**src/rtl/pb_audio_port.sv**
```systemverilog
// PicoBlaze I/O peripheral: record FIFO read through an input port, a threshold
// interrupt and a single-entry playback register. Define PB_AUDIO_IRQ_EN for the interrupt.
`timescale 1ns/1ps
module pb_audio_port #(
   parameter logic [7:0]  BASE_ADDR    = 8'h00,
   parameter int unsigned DEPTH_LOG2   = 4,
   parameter logic [7:0]  RESET_THRESH = 8'd8
) (
   input  logic       clk,
   input  logic       reset,
   input  logic [7:0] port_id,
   input  logic       read_strobe,
   input  logic       write_strobe,
   input  logic [7:0] out_port,
   output logic [7:0] in_port,
   output logic       interrupt,
   input  logic       interrupt_ack,
   input  logic       rec_valid,
   input  logic [7:0] rec_data,
   output logic       play_valid,
   output logic [7:0] play_data,
   input  logic       play_ready
);
   localparam int unsigned DEPTH = 1 << DEPTH_LOG2;
   localparam logic [DEPTH_LOG2:0] FULL_COUNT = {1'b1, {DEPTH_LOG2{1'b0}}};

   logic [8:0]            addr_diff;
   logic [7:0]            offset;
   logic                  in_window;
   logic                  wr_ctrl, wr_play, wr_thresh, pop_req;
   logic [7:0]            mem [DEPTH];
   logic [DEPTH_LOG2-1:0] wr_ptr_q, wr_ptr_d, rd_ptr_q, rd_ptr_d;
   logic [DEPTH_LOG2:0]   count_q, count_d;
   logic [7:0]            count8;
   logic                  full, empty, do_push, do_pop, flush, clr_flags;
   logic                  overflow_q, overflow_d, underflow_q, underflow_d;
   logic                  overrun_q, overrun_d;
   logic                  play_valid_q, play_valid_d;
   logic [7:0]            play_data_q, play_data_d;
   logic                  irq_en_q, irq_q;
   logic [7:0]            thresh_q;
   logic [7:0]            rdata, status;

   // 9-bit difference so ports below BASE_ADDR never alias into the window
   assign addr_diff = {1'b0, port_id} - {1'b0, BASE_ADDR};
   assign offset    = addr_diff[7:0];
   assign in_window = addr_diff < 9'd6;

   assign wr_ctrl   = write_strobe && in_window && (offset == 8'd4);
   assign wr_play   = write_strobe && in_window && (offset == 8'd3);
   assign wr_thresh = write_strobe && in_window && (offset == 8'd5);
   assign pop_req   = read_strobe && in_window && (offset == 8'd0);

   assign full      = count_q == FULL_COUNT;
   assign empty     = count_q == '0;
   assign do_push   = rec_valid && !full;
   assign do_pop    = pop_req && !empty;
   assign flush     = wr_ctrl && out_port[2];
   assign clr_flags = wr_ctrl && out_port[1];
   assign count8    = 8'(count_q);

   always_comb begin
      wr_ptr_d = wr_ptr_q;
      rd_ptr_d = rd_ptr_q;
      count_d  = count_q;
      if (flush) begin
         wr_ptr_d = '0;
         rd_ptr_d = '0;
         count_d  = '0;
      end else begin
         if (do_push) wr_ptr_d = wr_ptr_q + 1'b1;
         if (do_pop)  rd_ptr_d = rd_ptr_q + 1'b1;
         if (do_push && !do_pop)      count_d = count_q + 1'b1;
         else if (!do_push && do_pop) count_d = count_q - 1'b1;
      end
   end

   always_comb begin
      overflow_d   = clr_flags ? 1'b0 : (overflow_q || (rec_valid && full));
      underflow_d  = clr_flags ? 1'b0 : (underflow_q || (pop_req && empty));
      overrun_d    = clr_flags ? 1'b0 : (overrun_q || (wr_play && play_valid_q && !play_ready));
      play_valid_d = play_valid_q;
      play_data_d  = play_data_q;
      if (wr_play) begin
         play_valid_d = 1'b1;
         play_data_d  = out_port;
      end else if (play_valid_q && play_ready) begin
         play_valid_d = 1'b0;
      end
   end

`ifdef PB_AUDIO_IRQ_EN
   logic       irq_en_d, irq_d, armed_q, armed_d, irq_cond;
   logic [7:0] thresh_d;

   always_comb begin
      irq_cond = irq_en_q && (thresh_q != 8'd0) && (count8 >= thresh_q);
      irq_en_d = wr_ctrl ? out_port[0] : irq_en_q;
      thresh_d = wr_thresh ? out_port : thresh_q;
      irq_d    = irq_q;
      armed_d  = !irq_cond;
      if (irq_cond && armed_q) irq_d = 1'b1;
      if (interrupt_ack || (wr_ctrl && !out_port[0])) irq_d = 1'b0;
   end

   always_ff @(posedge clk or posedge reset) begin
      if (reset) begin
         irq_en_q <= 1'b0;
         thresh_q <= RESET_THRESH;
         armed_q  <= 1'b1;
         irq_q    <= 1'b0;
      end else begin
         irq_en_q <= irq_en_d;
         thresh_q <= thresh_d;
         armed_q  <= armed_d;
         irq_q    <= irq_d;
      end
   end
`else
   logic unused_irq;
   assign unused_irq = interrupt_ack ^ wr_thresh;
   assign irq_en_q   = 1'b0;
   assign thresh_q   = 8'd0;
   assign irq_q      = 1'b0;
`endif

   assign status = {overflow_q, underflow_q, overrun_q, play_valid_q, irq_q, full, empty, 1'b0};

   always_comb begin
      rdata = 8'd0;
      if (in_window) begin
         case (offset[2:0])
            3'd0:    rdata = empty ? 8'd0 : mem[rd_ptr_q];
            3'd1:    rdata = status;
            3'd2:    rdata = count8;
            3'd3:    rdata = play_data_q;
            3'd4:    rdata = {7'd0, irq_en_q};
            3'd5:    rdata = thresh_q;
            default: rdata = 8'd0;
         endcase
      end
   end

   // Storage needs no reset: empty reads are forced to zero by the pointer state
   always_ff @(posedge clk) begin
      if (do_push && !flush) mem[wr_ptr_q] <= rec_data;
   end

   always_ff @(posedge clk or posedge reset) begin
      if (reset) begin
         wr_ptr_q     <= '0;
         rd_ptr_q     <= '0;
         count_q      <= '0;
         overflow_q   <= 1'b0;
         underflow_q  <= 1'b0;
         overrun_q    <= 1'b0;
         play_valid_q <= 1'b0;
         play_data_q  <= 8'd0;
         in_port      <= 8'd0;
      end else begin
         wr_ptr_q     <= wr_ptr_d;
         rd_ptr_q     <= rd_ptr_d;
         count_q      <= count_d;
         overflow_q   <= overflow_d;
         underflow_q  <= underflow_d;
         overrun_q    <= overrun_d;
         play_valid_q <= play_valid_d;
         play_data_q  <= play_data_d;
         in_port      <= rdata;
      end
   end

   assign interrupt  = irq_q;
   assign play_valid = play_valid_q;
   assign play_data  = play_data_q;

endmodule

```
**config.mk**
```make
export PLATFORM = sky130hd
export DESIGN_NAME = pb_audio_port
export DESIGN_NICKNAME = d
export VERILOG_FILES = /design/src/rtl/pb_audio_port.sv
export SDC_FILE = /design/constraint.sdc
export NUM_CORES = 1
export LEC_CHECK = 0
export CAP_MARGIN = 5
export CELL_PAD_IN_SITES_DETAIL_PLACEMENT = 0
export CELL_PAD_IN_SITES_GLOBAL_PLACEMENT = 2
export CORE_MARGIN = 1
export CORE_UTILIZATION = 40
export DETAILED_ROUTE_END_ITERATION = 10
export PLACE_DENSITY = 0.78
export SLEW_MARGIN = 25
export SYNTH_ARGS = -nofsm -noshare
export SYNTH_HDL_FRONTEND = slang
export SYNTH_SLANG_ARGS = --single-unit
```
**constraint.sdc**
```tcl
create_clock -name clk -period 2.95 [get_ports clk]
set_input_delay 0.59 -clock clk [delete_from_list [all_inputs] [get_ports clk]]
set_output_delay 0.59 -clock clk [all_outputs]
set_load 0.05 [all_outputs]
```
; ---- Word-level counts from Yosys, hierarchy flattened
; Memories as Yosys holds them, arrays and structs flattened.
; Cells that the tools add are included.
; W data, S select, Z words.
[word_totals]
input_bits = 31
output_inout_bits = 18
mem_bits_rw = 128
word_cells = 71
register_bits = 33
mem_count = 1
[op_classes]
muxes = 17
magnitude_cmp = 1
eq_ne = 6
n_reduce_logical = 33
n_addsub = 4
[mem_list]
columns = memory, depth, word_bits, read_ports, rd_ports_with_merged_regs, wr, line_no
row1 = mem, 16, 8, 1, 0, 1, 31  ; logic [7:0] mem [DEPTH];
[ops]
columns = cell, n
row1 = $pmux W8 S4, 1
row2 = $logic_and A1 B1 Y1, 17
row3 = $mux W4, 4
row4 = $mux W8, 2
row5 = $mux W5, 3
row6 = $add A4 B1 Y4 const B, 2
row7 = $eq A8 B2 Y1 const B, 1
row8 = $eq A8 B3 Y1 const B, 1
row9 = $logic_not A8 Y1, 1
row10 = $lt A8 B3 Y1 const B, 1
row11 = $mux W1, 7
row12 = $eq A3 B2 Y1 const B, 2
row13 = $logic_not A1 Y1, 6
row14 = $reduce_bool A2 Y1, 3
row15 = $add A5 B1 Y5 const B, 1
row16 = $eq A5 B5 Y1 const B, 1
row17 = $logic_not A5 Y1, 1
row18 = $sub A5 B1 Y5 const B, 1
row19 = $eq A3 B1 Y1 const B, 1
row20 = $logic_not A3 Y1, 1
row21 = $logic_or A1 B1 Y1, 3
row22 = $reduce_bool A3 Y1, 1

; ---- Longest topological paths before layout
; Gate-level depths: netlist of run 1.
[logic_depth]
depth_word = 8
ltp_mapped = 11
ltp_nobuf = 10

; ---- Least setup slack after synthesis of run 1
; No wires, ideal clock.
[synth_timing]
kind = input to register
start = input port port_id[0]
end = register count_q[4]
path_buffers = 1
cell_stages = 11
setup_slack_ns = 0.191
arrival_time_ns = 2.633
setup_ns = 0.126
t_required_ns = 2.824
path_cell_list = clkbuf_1 > nor3_1 > and4b_1 > a21oi_1 > inv_1 > fa_1 > nand3_1 > nand2_1 > and3_1 > o21ai_0 > a21oi_1
[synth_between]
elab_chain_cells = 8
elab_cells_between_ends = 15
classes_between = order compare (1) / eq/ne (1) / mux (2) / reduce/logical (11)
[synth_rtl]
columns = element, line_no
row1 = start: declaration, 11  ; input logic [7:0] port_id,
row2 = $lt A8 B3 Y1, 47  ; assign in_window = addr_diff < 9'd6;
row3 = $logic_and A1 B1 Y1 (2 in a row), 52  ; assign pop_req = read_strobe && in_window && (offset == 8'd0);
row4 = $logic_and A1 B1 Y1, 57  ; assign do_pop = pop_req && !empty;
row5 = $logic_not A1 Y1, 73  ; if (do_push && !do_pop) count_d = count_q + 1'b1;
row6 = $logic_and A1 B1 Y1, 73
row7 = $mux W5, 73
row8 = $mux W5, 66  ; if (flush) begin
row9 = end signal: assignment, 163  ; count_q <= count_d;
row10 = end: declaration, 33  ; logic [DEPTH_LOG2:0] count_q, count_d;
; Parallel ways exist; a longest one is shown, timed or not.
; A chain may end at the register's enable or synchronous reset.

; ---- Final worst setup path of run 1
[layout_timing]
start = input port port_id[7]
end = register count_q[4]
; Same word-level chain as after synthesis.

==> flow_summary.json, run 1 <==
{
  "outcome": "complete, no violations",
  "clkLatencyLatePin_ns": 0.43,
  "hold_path_class": "flop to flop",
  "dieWidth_um": 132.1,
  "synthesized_nets": 427,
  "whs_ns": 0.5365,
  "tritoncts": "built",
  "number_of_vias_in_the_routed_layout": 3793,
  "crit_required_ns": 3.26,
  "most_common_cell_after_layout_fill_and_taps_aside": "edfxtp_1",
  "finalMaxSlewViolations": 0,
  "cts.sinks": 161,
  "worst-r2r-cell-count": 10,
  "setup_repair_after_global_routing_missed_its_margin": "false",
  "grt_pass1_wl_um": 22270,
  "ir_drop_worst_case_vdd_v": 0.0004918,
  "synth-edff-count": 128,
  "min_period_over_period_pct": 90.33,
  "finClkSkew_ns": 0.009732,
  "syn_area_um2": 6765,
  "first_iter_violations": 238,
  "critical_path_class": "input pin to flop",
  "routed_via_density": 5.268,
  "initial_utilization_pct": 40.94,
  "min_to": "play_data[2]",
  "place.port_buffers": 46,
  "drt-pass1-iter-count": 4,
  "clk_root_buf": "clkbuf_16",
  "synth-main-ff-cell": "edfxtp_1",
  "max-cap-violations": 0,
  "cts_post_setup_buffers_inserted": 0,
  "die_ar_um2": 17440,
  "timing.rr.end": "count_q[4]",
  "asyncSetResetFlopFracSynth_pct": 20.50,
  "detailed_place_hpwl_um": 9371,
  "cts-resized-gates": 0,
  "power.density_cell_area_nw_per_um2": 722.1,
  "count_of_endpoints_failing_hold_in_the_final_timing_report": 0,
  "floorplan.io_pins": 49,
  "antenna_violating_nets_post_route": 0,
  "critical_path.reg2reg.startpoint": "count_q[1]",
  "end_kind": "flop",
  "grt_pass1_vias": 3923,
  "cts.hold.buffers_added": 0,
  "h-tree-depth": 4,
  "number_of_antenna_violations_at_the_first_check_in_global_routing": 0,
  "tritoncts.num_buffers": 17,
  "core_outline_area_um2": 16520,
  "crit_path_start_kind": "input pin",
  "yosys_warns": 0,
  "path_clk_slew_ns": 0.07,
  "design.final.nets": 527,
  "cp_data_arrival_time_ns": 2.97,
  "max-slew-margin-rel_pct": 36.32,
  "placementRows": 47,
  "post-route-drc-count": 0,
  "chipHeight_um": 132.1,
  "hold-path-cell-count": 1,
  "ctsLongestPathBuffers": 2,
  "final_core_utilization_pct": 51.63,
  "area_growth_pct": 26.11,
  "timing.hold.worst.start": "play_data[2]",
  "layout_min_cycle_time_ns": 2.665,
  "synth-seq-area-share_pct": 69.02,
  "ys_types": 48,
  "timing.final.setup_violations": 0,
  "ff_to_ff_setup_slack_ns": 0.38,
  "worst-slew-pin-transition_ns": 0.9516,
  "overflow": 0,
  "antenna_cells": 0,
  "fmaxAchievable_mhz": 375.3,
  "synth_seq_cells": 161,
  "cellLeakagePower_nw": 3.006,
  "drive_above_1_share_pct": 29.40,
  "critical_path.startpoint": "port_id[7]",
  "synth_cells": 387,
  "syn_avg_cell_area_um2": 17.48,
  "critical_path_peak_fanout": 7,
  "place.gp.congestion": 0.7760,
  "grt_use_total_pct": 17.57,
  "most_frequent_cells_in_the_layout": "edfxtp_1, clkdlybuf4s50_1, buf_4, mux4_2, dfrtp_1",
  "routed_wirelength_um": 14320,
  "grt_max_degree": 35,
  "average_wire_per_cell_in_the_routed_design_um": 19.89
}
Yosys cell counts, types with 2 or more instances:
cell type / n / area, µm²
a21boi_0: 2 / 15.01
a21oi_1: 12 / 60.06
a22oi_1: 10 / 75.07
a2bb2oi_1: 2 / 17.52
and2_1: 13 / 81.33
and4b_1: 2 / 20.02
buf_2: 5 / 25.02
clkbuf_1: 8 / 30.03
dfrtp_1: 33 / 825.8
edfxtp_1: 128 / 3844
ha_1: 8 / 100.1
inv_1: 10 / 37.54
mux2_2: 26 / 292.8
mux2i_1: 6 / 60.06
mux4_2: 32 / 720.7
nand2_1: 10 / 37.54
nand3_1: 5 / 25.02
nor2_1: 13 / 48.80
nor3_1: 8 / 40.04
nor4_1: 5 / 31.28
nor4b_1: 2 / 17.52
o21ai_0: 15 / 75.07
xnor2_1: 5 / 43.79
xor2_1: 3 / 26.28
kinds of logic (layout without fill, tap and decap cells):
| family | Yosys count | after routing | synth area share, % |
|---|---|---|---|
| simple gates | 71 | 71 | 6.307 |
| flops | 161 | 161 | 69.02 |
| other cells | 1 | 1 | 0.05543 |
| mux | 64 | 64 | 15.87 |
| xor+xnor | 8 | 8 | 1.036 |
| fa+ha+maj | 9 | 9 | 1.776 |
| compound gates | 48 | 48 | 4.402 |
| buf+inv | 25 | 138 | 1.535 |
state kept, by name, summed over array words and instances, names as in the netlist:
signal / cells
wr_ptr_q: 4
rd_ptr_q: 4
overrun_q: 1
in_port: 8
underflow_q: 1
count_q: 5
overflow_q: 1
mem: 128
play_valid: 1
play_data: 8
worst max path at each step:
stage                       endpoint  depth (start not counted)  slack [ns]
after global routing      count_q[4]                         11       0.003
final                     count_q[4]                         11        0.29
after CTS                 count_q[4]                         11        0.29
after floorplan           count_q[4]                         11        0.19
after detailed placement  count_q[4]                         11       -0.15
after global placement    count_q[4]                         11       -0.08
metrics by stage:
stage / instance area [µm²] / power [W] / cells / TNS (ns) / setup slack [ns]
2_1_floorplan: 6765 / 0.003409 / 387 / 0 / 0.1912
3_3_place_gp: 7899 / 0.003852 / 688 / -0.08599 / -0.07554
3_5_place_dp: 7899 / 0.003892 / 688 / -0.2999 / -0.1537
4_1_cts: 8532 / 0.006209 / 720 / 0 / 0.2919
5_1_grt: 8532 / 0.006412 / 720 / 0 / 0.002824
6_report: 8532 / 0.006161 / 720 / 0 / 0.2854
critical path: stages:
cell and delay [ns]:
clkdlybuf4s50_1 0.42, nor4_1 0.37, and4b_1 0.29, a21oi_1 0.10, inv_1 0.19, ha_1 0.30, a21oi_1 0.13, nand2_1 0.13
and3_1 0.22, o21ai_0 0.15, a21oi_1 0.08
area by class of cell:
type	count	area, µm²
inverters	10	37.54
clock inverters	15	207.7
flip-flops and latches	161	4671
clock buffers	17	425.4
well taps	220	275.3
multi-input cells	201	1992
fillers	1326	7993
repair buffers	96	923.4
report_power, final:
part | switching, W | total, W | leakage [nW] | internal (W)
registers | 0.000114 | 0.00282 | 1.59 | 0.00270
clock network | 0.00101 | 0.00232 | 0.307 | 0.00131
logic | 0.000543 | 0.00102 | 1.11 | 0.000481
routing by layer:
metal	track usage (%)	vias up	routed length [µm]
met5	0	-	0
met4	6.137	0	177
met3	4.075	14	452
met2	27.98	69	6959
met1	23.74	1972	6733
li1	-	1738	-
(Power assumes the default switching activity.)
==> inputs of run 2 (changes only) <==
--- a/config.mk
+++ b/config.mk
@@ -5,11 +5,11 @@
 export SDC_FILE = /design/constraint.sdc
 export NUM_CORES = 1
 export LEC_CHECK = 0
+export ABC_AREA = 1
 export CAP_MARGIN = 5
 export CELL_PAD_IN_SITES_DETAIL_PLACEMENT = 0
 export CELL_PAD_IN_SITES_GLOBAL_PLACEMENT = 2
-export CORE_MARGIN = 1
-export CORE_UTILIZATION = 40
+export CORE_UTILIZATION = 35
 export DETAILED_ROUTE_END_ITERATION = 10
 export PLACE_DENSITY = 0.78
 export SLEW_MARGIN = 25
==> flow_summary.json, run 2 <==
{
  "cp_data_arrival_time_ns": 2.43,
  "tritoncts.num_buffers": 17,
  "synth_cells": 694,
  "worst-slew-pin-transition_ns": 0.7671,
  "synth_seq_cells": 161,
  "yosys_warns": 0,
  "syn_area_um2": 7194,
  "dieWidth_um": 145.4,
  "finClkSkew_ns": 0.007110,
  "synth-seq-area-share_pct": 64.90,
  "finish.cell_count_without_fillers": 1038,
  "most_common_cell_after_layout_fill_and_taps_aside": "nand2_1",
  "tritoncts": "built",
  "synth-edff-count": 128,
  "cts-resized-gates": 0,
  "synth_area_leaders": "edfxtp_1, dfrtp_1, nand2_1",
  "fillCellCount": 1988,
  "outcome": "complete, no violations",
  "power_spent_charging_and_discharging_nets_w": 0.001555,
  "floorplan.io_pins": 49,
  "cellLeakagePower_nw": 3.512,
  "synth_top_area_share_pct": 53.43,
  "power.density_cell_area_nw_per_um2": 678.7,
  "cts.sinks": 161,
  "synth_most_common_cell": "nand2_1",
  "hold_path_class": "flop to flop",
  "core_outline_area_um2": 20170,
  "drive_above_1_share_pct": 10.81,
  "ctsLongestPathBuffers": 2,
  "setup_repair_after_global_routing_missed_its_margin": "false",
  "whs_ns": 0.5014,
  "relative_contribution_of_combinational_cells_to_total_power_pct": 15.3,
  "synthTopCellsByCount": "nand2_1, edfxtp_1, nand3_1, nor2_1, inv_1",
  "critical_path_class": "input pin to flop",
  "detailed_place_hpwl_um": 11060,
  "path_clk_slew_ns": 0.06,
  "dpl-instance-area_um2": 7959,
  "critical_path_peak_fanout": 8,
  "stdcell_area_um2": 8531,
  "fmaxAchievable_mhz": 419.5,
  "pwr-share-clk_pct": 36.7,
  "chipHeight_um": 145.4,
  "clkLatencyLatePin_ns": 0.42,
  "grt_pass1_wl_um": 26030,
  "finalMaxSlewViolations": 0,
  "antenna_violating_nets_post_route": 0,
  "count_of_endpoints_failing_hold_in_the_final_timing_report": 0,
  "place.port_buffers": 46,
  "design.final.nets": 795,
  "h-tree-depth": 4,
  "overflow": 0,
  "die_ar_um2": 21130,
  "post-route-drc-count": 0,
  "end_kind": "flop",
  "routed_via_density": 4.644,
  "antenna_cells": 0,
  "cts_post_setup_buffers_inserted": 0,
  "crit_required_ns": 3.00,
  "synthesized_nets": 734,
  "ys_types": 33,
  "max-cap-violations": 0,
  "number_of_antenna_violations_at_the_first_check_in_global_routing": 0,
  "most_frequent_cells_in_the_layout": "nand2_1, edfxtp_1, nand3_1, nor2_1, inv_1",
  "placementRows": 52,
  "area_growth_pct": 18.57,
  "post-synth-top-area-cell": "edfxtp_1",
  "intPower_w": 0.004235,
  "final.setup.tns_ns": 0,
  "dpl.cell_count": 1006,
  "first_iter_violations": 269,
  "number_of_vias_in_the_routed_layout": 4820,
  "drt-pass1-iter-count": 7,
  "clk_root_buf": "clkbuf_16",
  "grt_max_degree": 66,
  "grt_use_total_pct": 16.12,
  "syn_avg_cell_area_um2": 10.37,
  "pwr-share-seq_pct": 48.0,
  "sw_frac_of_total_pct": 26.85,
  "cts.hold.buffers_added": 0,
  "ir_drop_worst_case_vdd_v": 0.0004819,
  "initial_utilization_pct": 35.67,
  "asyncSetResetFlopFracSynth_pct": 20.50,
  "timing.final.setup_violations": 0,
  "synth-main-ff-cell": "edfxtp_1",
  "min_period_over_period_pct": 80.81,
  "average_wire_per_cell_in_the_routed_design_um": 15.53,
  "largest_register_ffs": 128,
  "crit_path_start_kind": "input pin",
  "max-slew-margin-rel_pct": 48.86,
  "layout_min_cycle_time_ns": 2.384,
  "place.gp.congestion": 0.7899,
  "routed_wirelength_um": 16120,
  "registers.top_by_ff_count": "mem",
  "grt_pass1_vias": 4578
}
-- run 2: changes by cell type after synthesis, sizes merged, moves of 10 or more --
cell   previous run  this run
nand3             5        80
inv              10        64
a22oi            10         0
and2             13         0
mux2             26         8
nand2            10       222
nor2             13        74
mux4             32         0
buf               7        23
-- run 2: path summary, 6_finish.rpt --
path	from	to	slack, ns	depth (start not counted)
setup / recovery	port_id[1]	mem[12][6]	0.57	11
hold / removal	overrun_q	overrun_q	0.50	1
setup reg to reg	count_q[1]	count_q[4]	0.72	14
hold reg to reg	overrun_q	overrun_q	0.50	1
max in group asynchronous	reset	rd_ptr_q[0]	2.06	3
min in group asynchronous	reset	count_q[1]	0.56	3
-- run 2: stage by stage --
| step | power, W | setup WS, ns | util [%] |
|---|---|---|---|
| floorplan | 0.003417 | 0.8496 | - |
| global placement | 0.003702 | 0.07083 | 39.46 |
| detailed placement | 0.003718 | 0.09756 | 39.46 |
| CTS | 0.005849 | 0.5328 | 42.30 |
| global route | 0.006078 | 0.3819 | 42.30 |
| finish | 0.005789 | 0.5662 | 42.30 |
-- run 2: area by class of cell --
type / count / area [µm²] / share of cell area, %
clock buffer: 21 / 440.4 / 5.163
tap: 270 / 337.8 / 3.960
clock inverter: 11 / 131.4 / 1.540
multi-input combinational: 445 / 2103 / 24.66
sequential: 161 / 4671 / 54.75
timing repair buffer: 65 / 603.1 / 7.070
inverter: 65 / 244.0 / 2.860
-- run 2: cells by family (layout without fill, tap and decap cells) --
| kind of cell | count (synthesis) | in the layout | synth area share [%] |
|---|---|---|---|
| other cells | 1 | 1 | 0.05212 |
| xor+xnor | 2 | 2 | 0.2435 |
| mux | 8 | 8 | 1.252 |
| fa+ha+maj | 9 | 9 | 1.670 |
| buf+inv | 88 | 162 | 5.861 |
| simple gates | 383 | 383 | 22.97 |
| compound gates | 42 | 42 | 3.044 |
| flops | 161 | 161 | 64.90 |
-- run 2: per-layer routing --
layer | vias up | GRT usage [%] | part of all wire (%)
met4 | 0 | 5.526 | 1.3
met1 | 2310 | 23.02 | 49
met2 | 71 | 25.07 | 46
met3 | 19 | 2.476 | 3.5
li1 | 2420 | - | -
met5 | - | 0 | 0
-- run 2: critical path: stages --
cell and delay (ns):
clkdlybuf4s50_1 0.57, nand2_1 0.09, nand2_2 0.08, nor2_4 0.05, nand2_1 0.07, nor2_2 0.05
nand2_2 0.07, nand2_2 0.07, inv_2 0.15, nand2_4 0.08, nor2_1 0.56
-- run 2: power groups by stage --
stage	clock [W]	combinational, W	sequential, W
CTS	0.00217	0.000894	0.00278
floorplan	0	0.000597	0.00282
finish	0.00212	0.000884	0.00278
global route	0.00226	0.00101	0.00280
detailed placement	0	0.000889	0.00283
global placement	0	0.000881	0.00282
==> inputs of run 3 (changes only) <==
--- a/config.mk
+++ b/config.mk
@@ -9,9 +9,9 @@
 export CAP_MARGIN = 5
 export CELL_PAD_IN_SITES_DETAIL_PLACEMENT = 0
 export CELL_PAD_IN_SITES_GLOBAL_PLACEMENT = 2
-export CORE_UTILIZATION = 35
+export CORE_UTILIZATION = 39
 export DETAILED_ROUTE_END_ITERATION = 10
-export PLACE_DENSITY = 0.78
+export PLACE_DENSITY = 0.82
 export SLEW_MARGIN = 25
 export SYNTH_ARGS = -nofsm -noshare
 export SYNTH_HDL_FRONTEND = slang
==> constraint.sdc (replaced) <==
create_clock -name clk -period 2.5 [get_ports clk]
set_input_delay 0.5 -clock clk [delete_from_list [all_inputs] [get_ports clk]]
set_output_delay 0.5 -clock clk [all_outputs]
set_load 0.05 [all_outputs]
==> flow_summary.json, run 3 (synthesis results as in run 2) <==
{
  "critical_path_peak_fanout": 5,
  "number_of_vias_in_the_routed_layout": 4891,
  "cp_data_arrival_time_ns": 2.50,
  "design.final.nets": 813,
  "timing.final.setup_violations": 0,
  "antenna_cells": 0,
  "outcome": "complete, no violations",
  "initial_utilization_pct": 39.91,
  "max-slew-margin-rel_pct": 56.68,
  "finalMaxSlewViolations": 0,
  "register_area_um2": 4671,
  "core_outline_area_um2": 18020,
  "path_clk_slew_ns": 0.06,
  "routed_via_density": 4.819,
  "worst-slew-pin-transition_ns": 0.6478,
  "average_wire_per_cell_in_the_routed_design_um": 16.07,
  "grt_pass1_vias": 4743,
  "grt_use_total_pct": 18.80,
  "chipHeight_um": 137.8,
  "tritoncts.num_buffers": 17,
  "critical_path_class": "flop to flop",
  "dpl-instance-area_um2": 8105,
  "most_frequent_cells_in_the_layout": "nand2_1, edfxtp_1, nand3_1, nor2_1, inv_1",
  "place.gp.congestion": 0.8332,
  "die_ar_um2": 18990,
  "most_common_cell_after_layout_fill_and_taps_aside": "nand2_1",
  "ir_drop_worst_case_vdd_v": 0.0005399,
  "cts_post_setup_buffers_inserted": 0,
  "floorplan.io_pins": 49,
  "hold_path_class": "input pin to asynchronous set/reset pin",
  "fmaxAchievable_mhz": 457.3,
  "grt_pass1_wl_um": 25790,
  "crit_path_start_kind": "flop",
  "end_kind": "flop",
  "area_growth_pct": 21.06,
  "crit_required_ns": 2.82,
  "cellLeakagePower_nw": 3.642,
  "registers.top_by_ff_count": "mem",
  "cts-resized-gates": 0,
  "antenna_violating_nets_post_route": 0,
  "grt_max_degree": 37,
  "multi_input_area_um2": 2103,
  "layout_min_cycle_time_ns": 2.187,
  "drive_above_1_share_pct": 13.23,
  "h-tree-depth": 4,
  "drt-pass1-iter-count": 5,
  "placementRows": 49,
  "setup_repair_after_global_routing_missed_its_margin": "false",
  "ctsLongestPathBuffers": 2,
  "post-route-drc-count": 0,
  "count_of_endpoints_failing_hold_in_the_final_timing_report": 0,
  "tritoncts": "built",
  "final.setup.tns_ns": 0,
  "routed_wirelength_um": 16320,
  "cts.sinks": 161,
  "cts.hold.buffers_added": 0,
  "number_of_antenna_violations_at_the_first_check_in_global_routing": 0,
  "first_iter_violations": 337,
  "clk_root_buf": "clkbuf_16",
  "max-cap-violations": 0,
  "final_core_utilization_pct": 48.32,
  "largest_register_ffs": 128,
  "min_period_over_period_pct": 87.47,
  "stdcell_area_um2": 8710,
  "dieWidth_um": 137.8,
  "finClkSkew_ns": 0.006592,
  "total_power_w": 0.007080,
  "fillCellCount": 1658,
  "overflow": 0,
  "detailed_place_hpwl_um": 11120,
  "place.port_buffers": 46,
  "clkLatencyLatePin_ns": 0.42,
  "power.density_cell_area_nw_per_um2": 812.9
}
[run 3: changes by cell type in the layout (fill, tap and decap cells not counted), sizes merged]
cell	before	now
clkbuf	21	18
buf	19	37
inv	66	70
bufinv	2	3
clkinvlp	2	1
clkinv	6	5
[run 3: final timing paths]
kind	startpoint	cells after the start	slack [ns]	to
max	count_q[1]	13	0.31	count_q[4]
min	reset	3	0.47	count_q[3]
max reg2reg	count_q[1]	13	0.31	count_q[4]
min reg2reg	overrun_q	1	0.50	overrun_q
max in group asynchronous	reset	3	1.68	rd_ptr_q[0]
min in group clk	overrun_q	1	0.50	overrun_q
[run 3: layout make-up]
class	instances	area share [%]
Sequential cell	161	53.63
Multi-Input combinational cell	445	24.15
Clock inverter	14	2.011
Tap cell	229	3.290
Inverter	65	2.801
Clock buffer	18	4.927
Timing Repair Buffer	83	9.194
[run 3: metal layers]
| metal | track usage [%] | part of all wire [%] |
|---|---|---|
| met3 | 3.716 | 5.1 |
| met4 | 6.099 | 1.2 |
| met1 | 26.39 | 47 |
| met2 | 29.23 | 46 |
| met5 | 0 | 0 |
[run 3: power by group]
group	total [W]	switching [W]	internal [W]	leakage (nW)
sequential	0.00328	0.000114	0.00317	1.58
combinational	0.00114	0.000715	0.000421	1.77
clock	0.00266	0.00107	0.00159	0.295
[run 3: through the flow]
stage | cells | worst slack [ns] | hold WS [ns]
floorplan | 694 | 0.4896 | 0.4641
global placement | 983 | -0.04447 | 0.4754
detailed placement | 983 | -0.05146 | 0.4872
CTS | 1015 | 0.3048 | 0.4836
global route | 1015 | 0.08844 | 0.5173
finish | 1015 | 0.3132 | 0.4704
[run 3: worst max-delay path, stage by stage, from the launching register on]
cell	delay [ns]
dfrtp_1	0.43
nor2_1	0.18
nand4_1	0.23
nand3_2	0.18
nand2_4	0.09
fa_1	0.40
nand3_1	0.12
nand3_1	0.08
nand2_1	0.10
inv_1	0.04
nand2_1	0.06
nand2_1	0.05
nand3_1	0.07
nand2_1	0.06
